$ cat config.mk
export PLATFORM = sky130hd
export DESIGN_NAME = tbird_sequencer
export DESIGN_NICKNAME = d
export VERILOG_FILES = /design/src/rtl/tbird_pkg.sv /design/src/rtl/tbird_sequencer_tick_gen.sv /design/src/rtl/tbird_sequencer.sv
export SDC_FILE = /design/constraint.sdc
export NUM_CORES = 1
export LEC_CHECK = 0
export CAP_MARGIN = 20
export CORE_MARGIN = 2
export CORE_UTILIZATION = 45
export CTS_CLUSTER_SIZE = 16
export DETAILED_ROUTE_END_ITERATION = 16
export HOLD_SLACK_MARGIN = 0.15
export PLACE_DENSITY = 0.73
export SLEW_MARGIN = 20
export SYNTH_ARGS = -nofsm -noshare
export SYNTH_HDL_FRONTEND = slang
export SYNTH_HIERARCHICAL = 1
export SYNTH_SLANG_ARGS = --single-unit
$ cat constraint.sdc
create_clock -name clk -period 2.5 [get_ports clk]
set_input_delay 0.5 -clock clk [delete_from_list [all_inputs] [get_ports clk]]
set_output_delay 0.5 -clock clk [all_outputs]
set_load 0.01 [all_outputs]
$ cat src/rtl/tbird_pkg.sv
`default_nettype none
// ============================================================================
//  Module   : tbird_pkg
//  Brief    : Mode encoding and request-priority helper for the turn-signal
//             sequencer.
//  Revision : 1.0
// ============================================================================
package tbird_pkg;

    localparam int c_MODE_W = 2;

    typedef enum logic [c_MODE_W-1:0] {
        MODE_IDLE   = 2'd0,
        MODE_LEFT   = 2'd1,
        MODE_RIGHT  = 2'd2,
        MODE_HAZARD = 2'd3
    } mode_t;

    // Simultaneous left and right is treated as a hazard request.
    function automatic mode_t req_mode(input logic l, input logic r, input logic h);
        mode_t m;
        m = MODE_IDLE;
        if (h || (l && r)) begin
            m = MODE_HAZARD;
        end else if (l) begin
            m = MODE_LEFT;
        end else if (r) begin
            m = MODE_RIGHT;
        end
        return m;
    endfunction

endpackage
`default_nettype wire

$ cat src/rtl/tbird_sequencer_tick_gen.sv
`default_nettype none
// ============================================================================
//  Module   : tick_gen
//  Brief    : Free-running prescaler, one-cycle tick on terminal count DIV-1.
//  Revision : 1.0
// ============================================================================
module tick_gen #(
    parameter int DIV = 12500000
) (
    input  logic clk,
    input  logic rst_n,
    output logic tick
);

    localparam int                 c_CNT_W = $clog2(DIV);
    localparam logic [c_CNT_W-1:0] c_TERM  = c_CNT_W'(DIV - 1);

    logic [c_CNT_W-1:0] r_cnt;

    always_ff @(posedge clk) begin
        if (!rst_n) begin
            r_cnt <= '0;
        end else if (r_cnt == c_TERM) begin
            r_cnt <= '0;
        end else begin
            r_cnt <= r_cnt + c_CNT_W'(1);
        end
    end

    assign tick = (r_cnt == c_TERM);

endmodule
`default_nettype wire

$ cat src/rtl/tbird_sequencer.sv
`default_nettype none
// ============================================================================
//  Module   : tbird_sequencer
//  Brief    : Thunderbird-style turn/hazard/brake lamp sequencer.
//  Revision : 1.0
// ============================================================================
module tbird_sequencer
    import tbird_pkg::*;
#(
    parameter int LAMPS_PER_SIDE = 3,
    parameter int TICK_DIV       = 12500000,
    parameter bit ACTIVE_LOW     = 1'b1
) (
    input  logic                        clk,
    input  logic                        rst_n,
    input  logic                        left,
    input  logic                        right,
    input  logic                        hazard,
    input  logic                        brake,
    output logic [2*LAMPS_PER_SIDE-1:0] lamp,
    output logic [c_MODE_W-1:0]         mode,
    output logic                        tick
);

    localparam int                    c_N        = LAMPS_PER_SIDE;
    localparam int                    c_LAMP_W   = 2 * LAMPS_PER_SIDE;
    localparam int                    c_STEP_W   = $clog2(LAMPS_PER_SIDE + 1);
    localparam logic [c_STEP_W-1:0]   c_STEP_MAX = c_STEP_W'(LAMPS_PER_SIDE);
    localparam logic [c_LAMP_W-1:0]   c_INACTIVE = {c_LAMP_W{ACTIVE_LOW}};

    // Synchronizer bit order: {brake, hazard, right, left}
    logic [3:0]          r_sync1;
    logic [3:0]          r_sync2;
    logic                w_tick;
    mode_t               w_req;
    mode_t               r_mode;
    mode_t               w_mode_nxt;
    logic [c_STEP_W-1:0] r_step;
    logic [c_STEP_W-1:0] w_step_nxt;
    logic [c_LAMP_W-1:0] r_lamp;

    always_ff @(posedge clk) begin
        if (!rst_n) begin
            r_sync1 <= '0;
            r_sync2 <= '0;
        end else begin
            r_sync1 <= {brake, hazard, right, left};
            r_sync2 <= r_sync1;
        end
    end

    tick_gen #(
        .DIV (TICK_DIV)
    ) u_tick_gen (
        .clk   (clk),
        .rst_n (rst_n),
        .tick  (w_tick)
    );

    assign w_req = req_mode(r_sync2[0], r_sync2[1], r_sync2[2]);

    always_ff @(posedge clk) begin
        if (!rst_n) begin
            r_mode <= MODE_IDLE;
            r_step <= '0;
        end else begin
            r_mode <= w_mode_nxt;
            r_step <= w_step_nxt;
        end
    end

    // A mode change always restarts at step 0, so a direct side swap shows a dark frame.
    always_comb begin
        w_mode_nxt = r_mode;
        w_step_nxt = r_step;
        if (w_tick) begin
            if (w_req != r_mode) begin
                w_mode_nxt = w_req;
                w_step_nxt = '0;
            end else begin
                case (r_mode)
                    MODE_LEFT, MODE_RIGHT:
                        w_step_nxt = (r_step == c_STEP_MAX) ? '0 : r_step + c_STEP_W'(1);
                    MODE_HAZARD:
                        w_step_nxt = r_step ^ c_STEP_W'(1);
                    default:
                        w_step_nxt = '0;
                endcase
            end
        end
    end

    // Index 0 of the sequence mask is the innermost lamp of a side.
    function automatic logic [c_LAMP_W-1:0] pattern(
        input mode_t               m,
        input logic [c_STEP_W-1:0] s,
        input logic                b
    );
        logic [c_N-1:0]      seq;
        logic [c_N-1:0]      rseq;
        logic [c_N-1:0]      side_b;
        logic [c_LAMP_W-1:0] p;
        side_b = {c_N{b}};
        for (int i = 0; i < c_N; i++) begin
            seq[i]           = (i < int'(s));
            rseq[c_N-1-i]    = (i < int'(s));
        end
        case (m)
            MODE_LEFT:   p = {seq, side_b};
            MODE_RIGHT:  p = {side_b, rseq};
            MODE_HAZARD: p = {c_LAMP_W{s[0]}};
            default:     p = {c_LAMP_W{b}};
        endcase
        return p;
    endfunction

    always_ff @(posedge clk) begin
        if (!rst_n) begin
            r_lamp <= c_INACTIVE;
        end else begin
            r_lamp <= pattern(r_mode, r_step, r_sync2[3]) ^ c_INACTIVE;
        end
    end

    assign lamp = r_lamp;
    assign mode = r_mode;
    assign tick = w_tick;

endmodule
`default_nettype wire

==> results.md, run 1 <==
Run status:
- The flow ran to the end, and the final reports show no timing, DRC or antenna violations.

Placed design:
- In this run the tool buffered the top-level ports with 14 buffer cells.
- The routability congestion estimate from global placement is 0.7855.
- The HPWL after detailed placement is 2.439 mm.
- The placement-stage worst setup slack is between 0.07 and 0.08 ns.

Setup path:
- The number of cell instances on the worst register-to-register path is 6.
- The slowest stage of the critical path belongs to the cell sky130_fd_sc_hd__dfxtp_1.
- The critical register-to-register path startpoint is u_tick_gen/r_cnt[15].
- The worst setup path is captured at a primary output.
- The critical path data required time is roughly 2 ns.
- The type of origin of the critical path is a flip-flop.
- The highest net fanout along the worst path is 6.
- The category of the most critical setup path is reg -> out.
- Data arrives at the worst endpoint at 1.76 ns.
- The biggest cell delay along the critical path is 0.41 ns.
- The slack of the worst reg-to-reg path is about 0.28 ns.
- In this run the critical register-to-register path is captured at u_tick_gen/r_cnt[5].
- The critical path goes through nor4bb_2, nand3_2, nor4_4, buf_4, dlygate4sd2_1.

STA:
- Once routing completed, OpenROAD measured the worst setup slack at about 0.24 ns.
- After layout, the worst path uses 90.28% of the clock period.
- After layout, the minimum clock period comes to 2.257 ns.
- The slew of the pin with the lowest slew margin is between 0.7 and 0.8 ns.
- The number of hold violations in the final report is 0.
- For the final database, setup skew stands at 0.005322 ns.
- The final count of negative-setup-slack endpoints is 0.
- The upper clock frequency limit is ~440 MHz.
- The final-report max-slew violation count was 0.
- In the final timing run, aggregate negative setup slack is 0 ns.
- Setup repair after global routing left no endpoint under its margin.
- The relative slew slack is about half.

Finish:
- The antenna diode count is 0.
- In the final layout, the share of cells above drive strength 1 is between 10 and 15%.
- The total area of sequential cells is 844.6 µm².
- After the last flow step, the layout net total stands at 243.
- The area growth from synthesis to layout is 16.90%.
- In the final layout, the multi-input gates occupy ~1100 µm².
- The number of fill cells in the layout is 420.

Drt:
- The routed layout has between 1500 and 2000 vias.
- The remaining antenna violation count after routing is 0.
- Dividing the detail-routed wire length by the instance count gives 12.49 µm.
- The length of the first detailed-routing pass in iterations is 4.
- The DRC violation total after the first TritonRoute iteration is 76.
- The post-detailed-route via-to-cell ratio is 5.401.
- The final routed DRC violation total is 0.
- The overall routed net length is between 3 and 4 mm.

Power and ir drop:
- The internal power component is 0.9094 mW.
- The switching part of the total power is approximately a quarter.
- The maximum resistive drop on vdd is around 0.37 mV.
- In this run the static leakage power is between 0.8 and 0.9 nW.
- In this run, the clock network consumes 37.9% of the power.
- Power spread over the standard cell area amounts to 518.0 nW/µm².
- For this design the total switching power over the nets is 0.2832 mW.
- Combinational cells account for 4.1% of the total power.
- The sequential cell fraction of total power is between 50% and 60%.

Global route:
- The number of global-route vias before repair is between 1000 and 1500.
- The initial antenna violation count is 0.
- The first global-routing pass estimated 6.154 mm of wire.
- The global router's overall resource usage is 15.79%.
- The largest net degree at the start of global routing is 16.
- Summed over all layers, the global routing overflow is 0.

Synthesis:
- The net count after synthesis is about 220.
- Counting every instance in the synthesized netlist gives 208.
- In the synthesized netlist the dominant register cell turns out to be sky130_fd_sc_hd__dfxtp_1.
- Synthesis instantiated 43 different standard cells from the library.
- The number of enable-type register cells in the synthesized netlist is 0.
- For this run, asynchronously set or reset flops after synthesis account for 0%.
- The flop and latch count out of synthesis is 42.
- The average instance in the mapped netlist occupies 9.468 µm².
- By area the synthesized netlist is led by sky130_fd_sc_hd__dfxtp_1 43%, sky130_fd_sc_hd__ha_1 5.1%, sky130_fd_sc_hd__xor2_1 4.4%.
- After synthesis, the most frequently instantiated cells are 42 x sky130_fd_sc_hd__dfxtp_1, 18 x sky130_fd_sc_hd__nor2_1, 16 x sky130_fd_sc_hd__a21oi_1, 16 x sky130_fd_sc_hd__nand2_1, 10 x sky130_fd_sc_hd__xor2_1.
- The Yosys step of the flow raised 6 warnings.
- The summed instance area of the synthesized netlist is 1969 µm².
- The largest area contributor in the synthesized netlist is sky130_fd_sc_hd__dfxtp_1.
- The most frequent cell after synthesis is sky130_fd_sc_hd__dfxtp_1.
- Summed over its instances, the top area cell type makes up between 40 and 50% of the synthesized netlist area.
- For this run, the register share of the synthesized area comes to about 43%.

Clock network:
- The number of clock sinks seen by CTS is 42.
- Clock latency on the worst-skew pair, taken at its later pin, is 0.30 ns.
- The tree is rooted in a sky130_fd_sc_hd__clkbuf_8.
- The CTS buffer count is 5.
- The post-CTS clock slew at the launch and capture registers of the worst setup and hold paths is around 0.090 ns.
- TritonCTS built the clock tree.
- Counting along the longest clock path gives a buffer depth of 2.
- The H-tree depth is 2.

Hold path:
- The number of cells on the worst hold path is 1.
- In this run the most critical hold path is launched from r_sync1[2].
- For hold timing, the worst endpoint is r_sync2[2].
- The min-delay analysis places its worst path in the category reg -> reg.

Die:
- The initial utilization of the core area, before any placement, comes to between 40% and 50%.
- The x dimension of the die is approximately 70 µm.
- After floorplanning, the core was sized to cover 4294 µm².
- The I/O pin count is 15.
- The floorplan has 24 rows.
- The y dimension of the die is 70.16 µm.
- The total die area is 4922 µm².

Run:
- Across the run, the number of max-cap violations was 0.
## worst max-delay path: cells and delay by family, from the launching register on
family,cells,cell delay (ns)
buffers and inverters,2,0.41
DFF,1,0.41
and+or+nand+nor,3,0.63
## registers in the layout, summed over array words and instances, names as in the netlist
signal and count:
u_tick_gen/r_cnt 24, lamp 6, r_sync1 4, r_sync2 4, mode 2, r_step 2
## metal layers
layer | GRT usage, % | wire, µm
met1 | 20.56 | 1724
met2 | 24.23 | 1600
met3 | 4.329 | 141
met4 | 7.479 | 56
met5 | 0 | 0
## kinds of logic after synthesis
kind of cell	after synthesis	share of synthesized area (%)
simple gates	91	28.53
flops	42	42.69
compound gates	40	13.91
buf+inv	14	4.002
xor+xnor	13	5.781
fa+ha+maj	8	5.083
## repair_timing
action / in CTS / in global routing
buffers inserted: 2 / 0
hold buffers: 0 / 0
gates resized for setup: 10 / 0
endpoints found under the setup margin: 1 / 0
## cells in the final DEF, fill, tap and decap left out, drive strengths merged
| master | n |
|---|---|
| a21o | 6 |
| a21oi | 16 |
| a221oi | 1 |
| and2 | 8 |
| and3 | 3 |
| and4 | 5 |
| buf | 5 |
| clkbuf | 5 |
| clkdlybuf4s50 | 13 |
| clkinv | 1 |
| clkinvlp | 1 |
| dfxtp | 42 |
| dlygate4sd2 | 1 |
| ha | 8 |
| inv | 10 |
| nand2 | 16 |
| nand2b | 2 |
| nand3 | 8 |
| nand4 | 9 |
| nand4b | 1 |
| nand4bb | 1 |
| nor2 | 18 |
| nor2b | 1 |
| nor3 | 4 |
| nor3b | 1 |
| nor4 | 2 |
| nor4b | 1 |
| nor4bb | 1 |
| o21ai | 9 |
| o21ba | 1 |
| o221ai | 1 |
| o22ai | 1 |
| o31ai | 4 |
| o41ai | 1 |
| or3 | 5 |
| or4 | 5 |
| xnor2 | 3 |
| xor2 | 10 |
## power groups by stage
stage / clock (mW) / sequential, mW / combinational (mW)
3_3_place_gp: 0 / 0.705 / 0.0467
5_1_grt: 0.499 / 0.694 / 0.0556
2_1_floorplan: 0 / 0.705 / 0.0294
6_report: 0.452 / 0.692 / 0.0485
4_1_cts: 0.474 / 0.692 / 0.0491
3_5_place_dp: 0 / 0.706 / 0.0473
## per-stage QoR
stage | utilization [%] | hold WS, ns | power [mW] | instances | instance area, µm²
after global placement | 50.12 | 0.4169 | 0.7516 | 272 | 2152
final | 53.61 | 0.4380 | 1.193 | 282 | 2302
after detailed placement | 50.12 | 0.4169 | 0.7529 | 272 | 2152
after CTS | 53.61 | 0.4375 | 1.215 | 282 | 2302
after floorplan | - | 0.4119 | 0.7345 | 208 | 1969
after global routing | 53.61 | 0.4697 | 1.249 | 282 | 2302
## how the worst max path moves through the flow
stage | startpoint | cells after the start | slack, ns | to
after global routing | u_tick_gen/r_cnt[22] | 6 | 0.11 | u_tick_gen/r_cnt[15]
after global placement | u_tick_gen/r_cnt[7] | 5 | 0.1 | tick
after CTS | u_tick_gen/r_cnt[7] | 5 | 0.22 | tick
after floorplan | u_tick_gen/r_cnt[14] | 7 | 0.12 | r_step[0]
final | u_tick_gen/r_cnt[15] | 5 | 0.24 | tick
after detailed placement | u_tick_gen/r_cnt[14] | 5 | 0.08 | tick
## area by class of cell
cell class                      instances  share of cell area (%)
Multi-Input combinational cell        152                   47.28
Clock buffer                            5                   2.989
Inverter                                9                   1.467
Clock inverter                          3                   1.087
Timing Repair Buffer                   19                   7.663
Sequential cell                        42                   36.68
Tap cell                               52                   2.826
Note: power is estimated with default switching activity, not from simulation.
==> run 2, diff against run 1 <==
--- a/config.mk
+++ b/config.mk
@@ -8,10 +8,12 @@
 export CAP_MARGIN = 20
 export CORE_MARGIN = 2
 export CORE_UTILIZATION = 45
+export CTS_CLUSTER_DIAMETER = 120
 export CTS_CLUSTER_SIZE = 16
 export DETAILED_ROUTE_END_ITERATION = 16
+export DONT_BUFFER_PORTS = 1
 export HOLD_SLACK_MARGIN = 0.15
-export PLACE_DENSITY = 0.73
+export PLACE_DENSITY = 0.69
 export SLEW_MARGIN = 20
 export SYNTH_ARGS = -nofsm -noshare
 export SYNTH_HDL_FRONTEND = slang
==> run 2 against run 1 <==
  * Utilization decreased by 4.7 points
  * Clock skew increased by 0.0049 ns
  * Combinational power decreased by 35%
  * Register-to-register slack improved by 0.29 ns
  * Flip-flop and latch count unchanged
  * Sequential power about the same
  * Wire length decreased by 2.0%
  * Die area unchanged
  * Cell area decreased by 8.8%
  * Count of clock-buffer cells in the layout unchanged
  * Critical path depth decreased by 1
  * Largest cell class unchanged
==> results.md, run 2 (synthesis results as in run 1) <==
Setup path:
- The critical path arrival was 1.66 ns (was 1.76 ns).
- The critical path endpoint category is a primary output (unchanged).
- The highest net fanout along the worst path is 8 (was 6).
- The category of the most critical setup path is reg -> out (unchanged).
- The number of cell instances on the worst register-to-register path is 8 (was 6).
- The type of origin of the critical path is a flip-flop (unchanged).
- The critical path data required time is 2.00 ns (about the same).

Drt:
- The vias after detailed routing is 1473 (was 1523).
- The final routed DRC violation total came to 0 (unchanged).
- The DRC violation total after the first TritonRoute iteration is 73 (was 76).
- The overall routed net length is 3.451 mm (was 3.522 mm).
- The post-detailed-route via-to-cell ratio is 5.538 (was 5.401).
- The wire length per cell was 12.97 µm (was 12.49 µm).
- The remaining antenna violation count after routing is 0 (unchanged).
- The length of the first detailed-routing pass in iterations is 4 (unchanged).

Power and ir drop:
- The power share of the clock group is 37.8% (was 37.9%).
- The switching part of the total power was 23.13% (was 23.75%).
- The sequential cell fraction of total power is 59.5% (was 58.0%).
- The static power due to leakage is 0.7933 nW (was 0.8778 nW).
- The maximum resistive drop on vdd is 0.4010 mV (was 0.3663 mV).
- The power per cell area is 553.2 nW/µm² (was 518.0 nW/µm²).
- The combinational power share came to 2.7% (was 4.1%).
- The internal power component is 0.8928 mW (was 0.9094 mW).
- The net switching power came to 0.2686 mW (was 0.2832 mW).

Finish:
- The growth of design area from synthesis to finish is 6.607% (was 16.90%).
- The number of nets in the final layout is 227 (was 243).
- The final cell count without fillers is 266 (was 282).
- The antenna diode count is 0 (unchanged).
- The most frequent standard cell in the layout excluding fill and tap cells was sky130_fd_sc_hd__dfxtp_1 (unchanged).
- Leading cell types in the layout, fill and taps excluded: 42 x sky130_fd_sc_hd__dfxtp_1, 18 x sky130_fd_sc_hd__nor2_1, 16 x sky130_fd_sc_hd__a21oi_1, 16 x sky130_fd_sc_hd__nand2_1, 10 x sky130_fd_sc_hd__xor2_1 (was 39 x sky130_fd_sc_hd__dfxtp_1, 18 x sky130_fd_sc_hd__nor2_1, 16 x sky130_fd_sc_hd__a21oi_1, 16 x sky130_fd_sc_hd__nand2_1, 13 x sky130_fd_sc_hd__clkdlybuf4s50_1).
- The flip-flop count of the largest register after layout is 24 (unchanged).
- The register bank with the most flops was u_tick_gen/r_cnt (unchanged).
- The proportion of layout cells with a drive suffix above 1 is 10.75% (was 13.91%).

Placed design:
- The total of buffers placed on input and output ports is 0 (was 14).
- The routability congestion estimate from global placement came to 0.7771 (was 0.7855).
- The HPWL after detailed placement was 2.480 mm (was 2.439 mm).
- The total placed cells including tap cells came to 258 (was 272).

Clock network:
- The number of buffers inserted for hold repair after clock tree synthesis is 0 (unchanged).
- The maximum clock path buffer count is 2 (unchanged).
- The root buffer cell is sky130_fd_sc_hd__clkbuf_8 (unchanged).
- The CTS buffer count is 5 (unchanged).
- The clock insertion delay at the later pin of the skew report is 0.30 ns (about the same).
- The H-tree depth is 2 (unchanged).
- The number of clock sinks seen by CTS came to 42 (unchanged).
- The post-CTS clock slew at the launch and capture registers of the worst setup and hold paths is 0.09 ns (about the same).
- The CTS tree is done (unchanged).
- The number of gates resized after CTS is 0 (was 10).
- The buffers inserted during post-CTS setup optimization is 0 (was 2).

STA:
- The final-report max-slew violation count is 0 (unchanged).
- The final count of negative-setup-slack endpoints is 0 (unchanged).
- The final clock skew is 0.01020 ns (was 0.005322 ns).
- The upper clock frequency limit is 463.1 MHz (was 443.1 MHz).
- The number of hold violations in the final report was 0 (unchanged).
- The relative slew slack is 66.79% (was 48.74%).
- The clock period minus worst slack is 2.159 ns (was 2.257 ns).
- The setup total negative slack is 0 ns (unchanged).
- The share of the clock period used by the worst path is 86.37% (was 90.28%).
- The slew of the pin with the lowest slew margin is 0.4964 ns (was 0.7662 ns).
- Unrepaired setup endpoints after global routing: no (unchanged).

Global route:
- The global router's overall resource usage came to 15.12% (was 15.79%).
- The initial antenna violation count is 0 (unchanged).
- The total overflow reported by the global router came to 0 (unchanged).
- The largest net degree at the start of global routing is 15 (was 16).
- The global-route wire length before repair was 5.989 mm (was 6.154 mm).
- The number of global-route vias before repair is 1357 (was 1395).

Run:
- The max-cap violation count is 0 (unchanged).

Die:
- The core outline area is 4294 µm² (unchanged).
- The effective utilization at floorplan came to 45.86% (unchanged).
- The total die area is 4922 µm² (unchanged).
- The I/O pin count came to 15 (unchanged).
- The x dimension of the die is 70.16 µm (unchanged).
- The number of core rows came to 24 (unchanged).
- The y dimension of the die is 70.16 µm (unchanged).

Hold path:
- The worst hold-check path type is in -> reg (was reg -> reg).
- The number of cells on the worst hold path is 1 (unchanged).

Run status:
- Run status: finished, final reports clean (unchanged).
## run 2: per-stage QoR
stage,hold WS [ns],setup WS (ns),util (%),area (µm²),power (mW)
2_1_floorplan,0.4119,0.1211,-,1969,0.7345
3_3_place_gp,0.4152,0.5513,46.85,2012,0.7380
3_5_place_dp,0.4185,0.5576,46.85,2012,0.7385
5_1_grt,0.3094,0.2352,48.89,2100,1.202
4_1_cts,0.3133,0.3059,48.89,2100,1.180
6_report,0.3247,0.3408,48.89,2100,1.161
## run 2: critical path: stages (launching register included)
cell                       delay, ns
sky130_fd_sc_hd__dfxtp_1        0.38
sky130_fd_sc_hd__nor4bb_1       0.27
sky130_fd_sc_hd__nand3_1        0.17
sky130_fd_sc_hd__nor4_1         0.32
sky130_fd_sc_hd__buf_4          0.22
## run 2: routing by layer
layer / part of all wire [%] / vias up / global-route usage [%]
met5: 0 / - / 0
met4: 1.2 / 0 / 5.342
met3: 2.9 / 4 / 4.329
met2: 44 / 18 / 23.60
met1: 51 / 697 / 20.02
li1: - / 754 / -
## run 2: layout make-up
type                       instances  area (µm²)
clock buffer                       5       68.82
clock inverter                     3       18.77
fill                             412        2195
inverter                           9       33.78
multi-input combinational        152        1050
sequential                        42       840.8
tap                               52       65.06
timing repair buffer               3       22.52
## run 2: power groups by stage
| stage | combinational, mW | clock, mW | sequential, mW |
|---|---|---|---|
| after floorplan | 0.0294 | 0 | 0.705 |
| after global placement | 0.0312 | 0 | 0.707 |
| after detailed placement | 0.0316 | 0 | 0.707 |
| after CTS | 0.0317 | 0.457 | 0.691 |
| after global routing | 0.0365 | 0.473 | 0.693 |
| final | 0.0314 | 0.439 | 0.691 |
## run 2: path summary, 6_finish.rpt
kind | start | slack, ns | to
setup / recovery | u_tick_gen/r_cnt[7] | 0.34 | tick
hold / removal | rst_n | 0.32 | r_sync2[3]
setup reg to reg | u_tick_gen/r_cnt[7] | 0.57 | r_step[0]
hold reg to reg | r_sync1[3] | 0.44 | r_sync2[3]
==> run 3, diff against run 2 <==
--- a/config.mk
+++ b/config.mk
@@ -14,6 +14,7 @@
 export DONT_BUFFER_PORTS = 1
 export HOLD_SLACK_MARGIN = 0.15
 export PLACE_DENSITY = 0.69
+export SETUP_SLACK_MARGIN = 0.1
 export SLEW_MARGIN = 20
 export SYNTH_ARGS = -nofsm -noshare
 export SYNTH_HDL_FRONTEND = slang
==> results of run 3 <==
Same layout as run 2: the final DEF is identical, and so are final timing and power.
